[src/rtl/vga_sync_generator_pkg.sv]
// Shared 640x480@60 Hz timing constants and the registered-flag bundle.
// The renderer imports this package so both blocks agree on the timing.
package vga_sync_generator_pkg;

  // Horizontal timing, in pixel clocks
  localparam int VGA_H_ACTIVE = 640;
  localparam int VGA_H_FP     = 16;
  localparam int VGA_H_SYNC   = 96;
  localparam int VGA_H_BP     = 48;

  // Vertical timing, in lines
  localparam int VGA_V_ACTIVE = 480;
  localparam int VGA_V_FP     = 10;
  localparam int VGA_V_SYNC   = 2;
  localparam int VGA_V_BP     = 33;

  // Sync pulses are active-low on standard VGA monitors
  localparam logic VGA_SYNC_POL = 1'b0;

  // Wide enough for 800 columns and 525 lines
  localparam int VGA_CW = 10;

  // Everything the top level registers apart from the counters themselves
  typedef struct packed {
    logic hsync;
    logic vsync;
    logic video_on;
    logic frame_start;
    logic line_end;
    logic game_tick;
  } sync_flags_t;

  // Full period of one axis (line length or frame height)
  function automatic int axis_total(input int active, input int fp,
                                    input int sync, input int bp);
    return active + fp + sync + bp;
  endfunction

  // Flag state while in reset: syncs deasserted, blanked, no pulses
  function automatic sync_flags_t flags_idle(input logic sync_pol);
    sync_flags_t f;
    f             = '0;
    f.hsync       = ~sync_pol;
    f.vsync       = ~sync_pol;
    return f;
  endfunction

endpackage

[src/rtl/vga_sync_generator_sync_axis_counter.sv]
// One timing axis: a wrapping counter plus sync/active decode of its next value.
// Used once for columns (step every clock) and once for lines (step on line wrap).
module sync_axis_counter #(
  parameter int TOTAL  = 800,
  parameter int ACTIVE = 640,
  parameter int FP     = 16,
  parameter int SYNC   = 96,
  parameter int CW     = 10
) (
  input  logic          clk,
  input  logic          reset,       // synchronous, active-low
  input  logic          step,
  output logic [CW-1:0] count,       // registered current position
  output logic [CW-1:0] count_next,  // value count takes on this edge
  output logic          wrap,        // this step returns the counter to 0
  output logic          sync_raw,    // next position lies in the sync window
  output logic          active       // next position lies in the visible region
);

  localparam int LAST       = TOTAL - 1;
  localparam int SYNC_START = ACTIVE + FP;
  localparam int SYNC_END   = SYNC_START + SYNC;

  logic [CW-1:0] count_q;
  logic [CW-1:0] count_d;

  // Using >= means a corrupted out-of-range value wraps to 0 on its next step
  assign wrap = int'(count_q) >= LAST;

  // Next-count: hold, increment, or wrap
  always_comb begin
    // NOTE: default assignment first so every path drives count_d; no latch is inferred.
    count_d = count_q;
    if (step) begin
      count_d = wrap ? '0 : count_q + CW'(1);
    end
  end

  // Position register with synchronous reset
  always_ff @(posedge clk) begin
    // NOTE: non-blocking assignment keeps every flop sampling pre-edge values.
    if (!reset) begin
      count_q <= '0;
    end else begin
      count_q <= count_d;
    end
  end

  assign count      = count_q;
  assign count_next = count_d;

  // Decode from the next value so the registered flags line up with the registered count
  assign sync_raw = (int'(count_d) >= SYNC_START) && (int'(count_d) < SYNC_END);
  assign active   = int'(count_d) < ACTIVE;

endmodule

[src/rtl/vga_sync_generator.sv]
// 640x480@60 Hz VGA timing generator on the 25 MHz pixel clock.
// Produces pixel coordinates, hsync/vsync, video_on and frame/line/game strobes,
// all registered and aligned to the same cycle as the coordinates they describe.
module vga_sync_generator
  import vga_sync_generator_pkg::*;
#(
  parameter int   H_ACTIVE = VGA_H_ACTIVE,
  parameter int   H_FP     = VGA_H_FP,
  parameter int   H_SYNC   = VGA_H_SYNC,
  parameter int   H_BP     = VGA_H_BP,
  parameter int   V_ACTIVE = VGA_V_ACTIVE,
  parameter int   V_FP     = VGA_V_FP,
  parameter int   V_SYNC   = VGA_V_SYNC,
  parameter int   V_BP     = VGA_V_BP,
  parameter logic SYNC_POL = VGA_SYNC_POL,
  parameter int   CW       = VGA_CW
) (
  input  logic          vgaCLK,
  input  logic          reset,        // synchronous, active-low
  output logic [CW-1:0] hcount,
  output logic [CW-1:0] vcount,
  output logic          hsync,
  output logic          vsync,
  output logic          video_on,
  output logic          frame_start,
  output logic          line_end,
  output logic          game_tick
);

  localparam int H_TOTAL = axis_total(H_ACTIVE, H_FP, H_SYNC, H_BP);
  localparam int V_TOTAL = axis_total(V_ACTIVE, V_FP, V_SYNC, V_BP);

  // Refuse to elaborate with a counter too narrow for the timing
  if (((1 << CW) < H_TOTAL) || ((1 << CW) < V_TOTAL)) begin : g_cw_check
    $error("vga_sync_generator: CW too narrow for H_TOTAL/V_TOTAL");
  end

  logic [CW-1:0] h_count, h_next;
  logic [CW-1:0] v_count, v_next;
  logic          h_wrap,  v_wrap;
  logic          h_sync_raw, v_sync_raw;
  logic          h_active,   v_active;

  sync_flags_t   flags_d, flags_q;

  sync_axis_counter #(
    .TOTAL (H_TOTAL),
    .ACTIVE(H_ACTIVE),
    .FP    (H_FP),
    .SYNC  (H_SYNC),
    .CW    (CW)
  ) u_h_axis (
    .clk       (vgaCLK),
    .reset     (reset),
    .step      (1'b1),
    .count     (h_count),
    .count_next(h_next),
    .wrap      (h_wrap),
    .sync_raw  (h_sync_raw),
    .active    (h_active)
  );

  // Lines advance only on the edge where the column counter wraps
  sync_axis_counter #(
    .TOTAL (V_TOTAL),
    .ACTIVE(V_ACTIVE),
    .FP    (V_FP),
    .SYNC  (V_SYNC),
    .CW    (CW)
  ) u_v_axis (
    .clk       (vgaCLK),
    .reset     (reset),
    .step      (h_wrap),
    .count     (v_count),
    .count_next(v_next),
    .wrap      (v_wrap),
    .sync_raw  (v_sync_raw),
    .active    (v_active)
  );

  // Flags for the position both counters move to on this edge
  always_comb begin
    flags_d             = flags_idle(SYNC_POL);
    flags_d.hsync       = h_sync_raw ? SYNC_POL : ~SYNC_POL;
    flags_d.vsync       = v_sync_raw ? SYNC_POL : ~SYNC_POL;
    flags_d.video_on    = h_active & v_active;
    // Both axes wrapping together is exactly the move to (0,0)
    flags_d.frame_start = h_wrap & v_wrap;
    flags_d.line_end    = int'(h_next) == (H_TOTAL - 1);
    flags_d.game_tick   = (h_next == '0) && (int'(v_next) == V_ACTIVE);
  end

  // Output flag register; reset forces syncs idle and all strobes low
  always_ff @(posedge vgaCLK) begin
    if (!reset) begin
      flags_q <= flags_idle(SYNC_POL);
    end else begin
      flags_q <= flags_d;
    end
  end

  assign hcount      = h_count;
  assign vcount      = v_count;
  assign hsync       = flags_q.hsync;
  assign vsync       = flags_q.vsync;
  assign video_on    = flags_q.video_on;
  assign frame_start = flags_q.frame_start;
  assign line_end    = flags_q.line_end;
  assign game_tick   = flags_q.game_tick;

endmodule

[config.mk]
export PLATFORM = sky130hd
export DESIGN_NAME = vga_sync_generator
export DESIGN_NICKNAME = d
export VERILOG_FILES = /design/src/rtl/vga_sync_generator_pkg.sv /design/src/rtl/vga_sync_generator_sync_axis_counter.sv /design/src/rtl/vga_sync_generator.sv
export SDC_FILE = /design/constraint.sdc
export NUM_CORES = 1
export LEC_CHECK = 0
export ABC_AREA = 1
export ABC_CLOCK_PERIOD_IN_PS = 1500
export CORE_ASPECT_RATIO = 2
export CORE_MARGIN = 5
export CORE_UTILIZATION = 47
export CTS_CLUSTER_SIZE = 24
export DETAILED_ROUTE_END_ITERATION = 8
export PLACE_DENSITY_LB_ADDON = 0.25
export SLEW_MARGIN = 20
export SYNTH_ARGS = -nofsm -noshare
export SYNTH_HDL_FRONTEND = slang
export SYNTH_SLANG_ARGS = --single-unit
[constraint.sdc]
create_clock -name vgaCLK -period 1.5 [get_ports vgaCLK]
set_input_delay 0.15 -clock vgaCLK [delete_from_list [all_inputs] [get_ports vgaCLK]]
set_output_delay 0.15 -clock vgaCLK [all_outputs]
set_load 0.005 [all_outputs]
**Word level (Yosys, flattened, before mapping)**

Cells that the tools add are included.

- Bits in writable memories: 0
- Output and inout port bits: 26
- Latch bits: 0
- Input port bits: 2
- Bits in read-only memories: 0
- Flip-flop bits (word level): 26
- Logic and storage cells: 31
- Memories kept: 0

- Multiply operators: 0
- Divide/modulo/power cells: 0
- Add/subtract/negate cells: 2
- Muxes and demuxes: 5
- Shift-type cells: 0
- Magnitude comparators: 8
- Reduce and logical (&&, ||, !) cells: 4
- Equal/unequal tests: 2
- Bitwise gates (word level): 2

Operators by type and width:

| cell | count |
|---|---|
| >= comparator 10 bit, second input constant | 3 |
| two-way mux 10 bit | 3 |
| adder 10 x 1 -> 10 bit, second input constant | 2 |
| < comparator 10 bit, second input constant | 2 |
| < comparator 10 x 9 -> 1 bit, second input constant | 2 |
| == test 10 bit, second input constant | 1 |
| == test 10 x 9 -> 1 bit, second input constant | 1 |
| >= comparator 10 x 9 -> 1 bit, second input constant | 1 |
| zero test 10 bit | 1 |
| logical AND 1 bit | 3 |
| AND 1 bit | 2 |
| two-way mux 1 bit | 2 |

**Logic depth before layout (Yosys ltp)**

- Word-level depth: 6
- Mapped depth: 15
- Gate-level depth less buffers: 15

**Modules after synthesis**

From an unflattened synthesis, not the netlist that was laid out.

- Cell total of the unflattened synthesis: 244
- Area, all modules: 1579.0 um^2

By module, submodules not included:

| module | instances | cells each | area each (um^2) | seq. area each (um^2) |
|---|---|---|---|---|
| sync_axis_counter (u_h_axis) | 1 | 101 | 690.7 | 200.2 |
| sync_axis_counter (u_v_axis) | 1 | 104 | 630.6 | 200.2 |
| vga_sync_generator | 1 | 39 | 257.7 | 120.1 |

**Least setup slack after synthesis**

No wires, ideal clock.

- Path kind: register to register
- From: reg u_h_axis.count_q[0] (netlist: u_h_axis.count[0])
- To: reg flags_q (netlist bit vsync)
- Setup time: 0.121 ns
- Data arrival time: 1.509 ns
- Buffers on the path: 1
- Cell stages (with the launch flop): 14
- Path slack: -0.130 ns
- Required time: 1.379 ns
- Clock period less this slack: 1.630 ns
- Path through: dfxtp_1 -> ha_1 -> nand2_2 -> inv_2 -> nand2_2 -> nand2_2 -> nand2_4 -> buf_6 -> nand2_1 -> nand2_1 -> nor2_1 -> nand3_1 -> nor2_1 -> nand3_1

- Cells in the longest elaborated chain, start to end: 5
- Elaborated cells between the ends (all ways): 6
- Those cells by class: order compare: 3; mux: 2; reduce/logical: 1

RTL lines:

| item | line | RTL |
|---|---|---|
| from (decl) | vga_sync_generator_sync_axis_counter.sv:24 | `logic [CW-1:0] count_q;` |
| from (signal assigned) | vga_sync_generator_sync_axis_counter.sv:45 | `count_q <= count_d;` |
| >= comparator 10 bit * | vga_sync_generator_sync_axis_counter.sv:28 | `assign wrap = int'(count_q) >= LAST;` |
| two-way mux 10 bit * | vga_sync_generator_sync_axis_counter.sv:34 | `if (step) begin` |
| >= comparator 10 x 9 -> 1 bit or < comparator 10 x 9 -> 1 bit (tied branches) | vga_sync_generator_sync_axis_counter.sv:53 | `assign sync_raw = (int'(count_d) >= SYNC_START) && (int'(count_d) < SYNC_END);` |
| logical AND 1 bit * | vga_sync_generator_sync_axis_counter.sv:53 |  |
| two-way mux 1 bit * | vga_sync_generator.sv:85 | `flags_d.vsync = v_sync_raw ? SYNC_POL : ~SYNC_POL;` |
| to (signal assigned) | vga_sync_generator.sv:96 | `flags_q <= flags_idle(SYNC_POL);` |
| to (signal assigned) | vga_sync_generator.sv:98 | `flags_q <= flags_d;` |
| to (decl) | vga_sync_generator.sv:44 | `sync_flags_t flags_d, flags_q;` |

Mark *: on every way between the ends. The rest lies on a longest branch, timed or not.
A chain may end at the register's enable or synchronous reset.

**Final worst setup path**

- From: reg u_h_axis.count_q[2] (netlist: u_h_axis.count[2])
- To: reg flags_q (netlist bit hsync)

- Cells in the longest elaborated chain, start to end: 5
- Elaborated cells between the ends (all ways): 7
- Those cells by class: add/sub: 1; order compare: 3; mux: 2; reduce/logical: 1

RTL lines:

| item | line | RTL |
|---|---|---|
| adder 10 x 1 -> 10 bit or >= comparator 10 bit (tied branches) | vga_sync_generator_sync_axis_counter.sv:35, vga_sync_generator_sync_axis_counter.sv:28 |  |
| two-way mux 10 bit * | vga_sync_generator_sync_axis_counter.sv:35 | `count_d = wrap ? '0 : count_q + CW'(1);` |
| >= comparator 10 bit or < comparator 10 bit (tied branches) | vga_sync_generator_sync_axis_counter.sv:53 |  |
| logical AND 1 bit * | vga_sync_generator_sync_axis_counter.sv:53 |  |
| two-way mux 1 bit * | vga_sync_generator.sv:84 | `flags_d.hsync = h_sync_raw ? SYNC_POL : ~SYNC_POL;` |

Marks and branches as above.

==> results.md <==
- Status: complete, but fails checks
- Failing checks: negative setup slack
- Peak supply drop: 0.5623 mV
- # rows: 29
- Clock Skew: roughly 0.006 ns
- Final-report setup violation count: 9
- CTS tree: done
- Synth-to-layout area growth: 79.20%
- Slew Limit Fails: 0
- Via count: ~2.2k
- Final GP Congestion: roughly 0.97
- WL/cell: ~17 um
- Yosys warns: 0
- Worst Hold Class: flop to flop
- Placed Area: between 0.002 and 0.0025 mm^2
- Max-cap violations: 0
- Total track usage: approximately 26%
- Via density: 5.674
- Final Hold Viols: 0
- Yosys reg bits: 26
- Worst slack at placement: -0.2491 ns
- Period utilization: 118.3%
- Total gr overflow: 0
- Iteration-0 DRC Markers: 82
- Die ar.: roughly 0.0046 mm^2
- Static Leakage: about 1.2 nW
- Worst slew pin tran: between 0.3 and 0.4 ns
- Hold_buf cts: 0
- Distinct cells, synth: 25
- Vias in the first global route: roughly 2.2k
- CTS sink cnt: 26
- Largest net degree at the start of global routing: 16
- Max clock buf depth: 2
- WP data arrival: approximately 2.0 ns
- Final wirelength: ~6.5 mm
- Clock Latency Late Sink: between 0.2 and 0.3 ns
- Die width: just over 50 um
- Worst r2r path cells: 8
- CTS Buf Count: 3
- Port bufs: 27
- Number of antenna diodes: 0
- Syn Area/Cell: 6.182 um^2
- Final nets: ~360
- Clock slew at reported path FFs: approximately 0.1 ns
- Worst relative slew slack: 74.88%
- Minimum clock period: about 1.8 ns
- Setup TNS Final: -1.422 ns
- Metal-1 WL: between 2 and 2.5 mm
- Met3 routed WL: 357 um
- Post-Syn Nets: about 260
- Initial antenna violation count: 0
- Starting Density: about half
- Crit Path Max Fanout: 4
- H-tree level count: 1
- Ports: 28
- Sequential share of the synthesized area: about a third
- Max Freq: approximately 560 MHz
- Setup crit end kind: flop
- P per Cell Area: 485.8 mW/mm^2
- Met2 wire length: ~3.6 mm
- Remaining DRCs: 0
- Die Y: slightly above 90 um
- DRT Pass-1 Iters: 4
- Core ar.: around 0.0032 mm^2
- Mapped Cells: 252
- HPWL after DPL: 3.950 mm
- Cell area after synthesis: between 0.0015 and 0.002 mm^2
- Final worst slack: -0.2752 ns
- Clock root buffer master: clkbuf_8
- Critical path launch point type: flop
- Global-route wire length before repair: ~9.4 mm
- DR top layer: met4
- Layout cell share with drive strength beyond 1: about 45%
- Hold Crit Depth: 2
- Post-route ant nets: 0
- RSZ-0062 raised after global routing: true
- Setup CP Type: flop to flop
- Data required, critical path: 1.67 ns
- Final instance area: approximately 0.0028 mm^2
[kinds of logic after synthesis]
kind of cell / share of synthesized area, %
buf+inv: 10.36
fa+ha+maj: 2.410
simple gates: 47.47
flops: 33.41
compound gates: 5.783
xor+xnor: 0.5624
[cell usage after synthesis]
master / instances / share of area, %
nor2_4: 2 / 1.4
nand3_1: 31 / 10
o21ai_2: 1 / 0.56
nand4_1: 4 / 1.6
a21oi_2: 1 / 0.56
buf_6: 2 / 1.4
xor2_1: 1 / 0.56
o21ai_0: 6 / 1.9
a21oi_1: 6 / 1.9
nor3_1: 5 / 1.6
nor2_2: 3 / 1.2
clkinv_1: 1 / 0.24
o21bai_1: 1 / 0.48
nand2_1: 69 / 17
inv_2: 3 / 0.72
nand3_2: 2 / 1.3
ha_1: 3 / 2.4
clkbuf_1: 1 / 0.24
nand2_4: 1 / 0.72
nand2_2: 5 / 2.0
nor4_1: 1 / 0.40
inv_1: 32 / 7.7
nor2_1: 44 / 11
dfxtp_1: 26 / 33
o21ai_1: 1 / 0.32
[power by group]
part           switching [mW]  internal [mW]
combinational          0.0550         0.0596
clock                   0.242          0.291
sequential            0.00995          0.698
total                   0.307           1.05
[stage by stage]
step                hold slack (ns)  std cells  util (%)  power, mW
global placement             0.5359        366     73.12     0.8171
finish                       0.5667        380     87.42      1.356
global route                 0.6016        380     87.42      1.402
CTS                          0.5608        376     80.88      1.337
floorplan                    0.3003        252         -     0.7629
detailed placement           0.5521        366     73.12     0.8182
[path summary, 6_finish.rpt]
| kind | from | to | slack, ns |
|---|---|---|---|
| worst max-delay path | u_h_axis.count[2]$_SDFF_PN0_ | hsync$_SDFF_PN1_ | -0.28 |
| worst min-delay path | u_h_axis.count[0]$_SDFF_PN0_ | u_h_axis.count[0]$_SDFF_PN0_ | 0.57 |
| worst max register to register | u_h_axis.count[2]$_SDFF_PN0_ | hsync$_SDFF_PN1_ | -0.28 |
| worst min register to register | u_h_axis.count[0]$_SDFF_PN0_ | u_h_axis.count[0]$_SDFF_PN0_ | 0.57 |
[cell usage in the layout, fill, tap and decap left out, types with 3 or more instances in the layout]
master	synthesis	final
buf_4	0	58
nand2_1	69	49
nor2_1	44	29
inv_1	32	27
clkdlybuf4s50_1	0	27
nand3_1	31	23
nand2_2	5	20
dfxtp_1	26	19
nor2_2	3	11
nor2_4	2	10
buf_6	2	9
nand3_2	2	8
inv_2	3	7
dfxtp_2	0	5
nand2_4	1	4
o21ai_0	6	4
nand4_1	4	4
nand2_8	0	3
nor3_2	0	3
a21oi_2	1	3
clkbuf_8	0	3
[worst max-delay path: stages, from the launching register on]
cell	delay (ns)
dfxtp_2	0.40
buf_4	0.13
nand3_1	0.10
o21ai_0	0.34
nand3_1	0.20
nor2_1	0.20
o21ai_0	0.12
nand2_1	0.10
nand3_1	0.07
[layer usage]
layer,vias up,GRT usage [%]
met2,131,46.89
met5,-,0
met1,992,24.72
li1,988,-
met4,0,18.55
met3,45,2.787
[area by class of cell]
| class | count | area [um^2] |
|---|---|---|
| inverter | 36 | 137.6 |
| tap | 31 | 38.79 |
| clock buffer | 4 | 66.31 |
| sequential | 26 | 534.3 |
| fill | 167 | 401.6 |
| multi-input combinational | 189 | 1207 |
| timing repair buffer | 94 | 807.0 |
[registers in the layout, indices dropped and copies added (netlist names)]
name / cells
hsync: 1
u_v_axis.count: 10
frame_start: 1
game_tick: 1
u_h_axis.count: 10
line_end: 1
vsync: 1
video_on: 1
[repair_timing]
action / 4_1_cts / 5_1_grt
gates resized for setup: 33 / 55
endpoints found under the hold margin: 0 / 0
setup endpoints to repair: 17 / 24
pin swaps: 16 / 18
setup buffers: 4 / 6
gates cloned: 2 / 0
(Power assumes the default switching activity.)
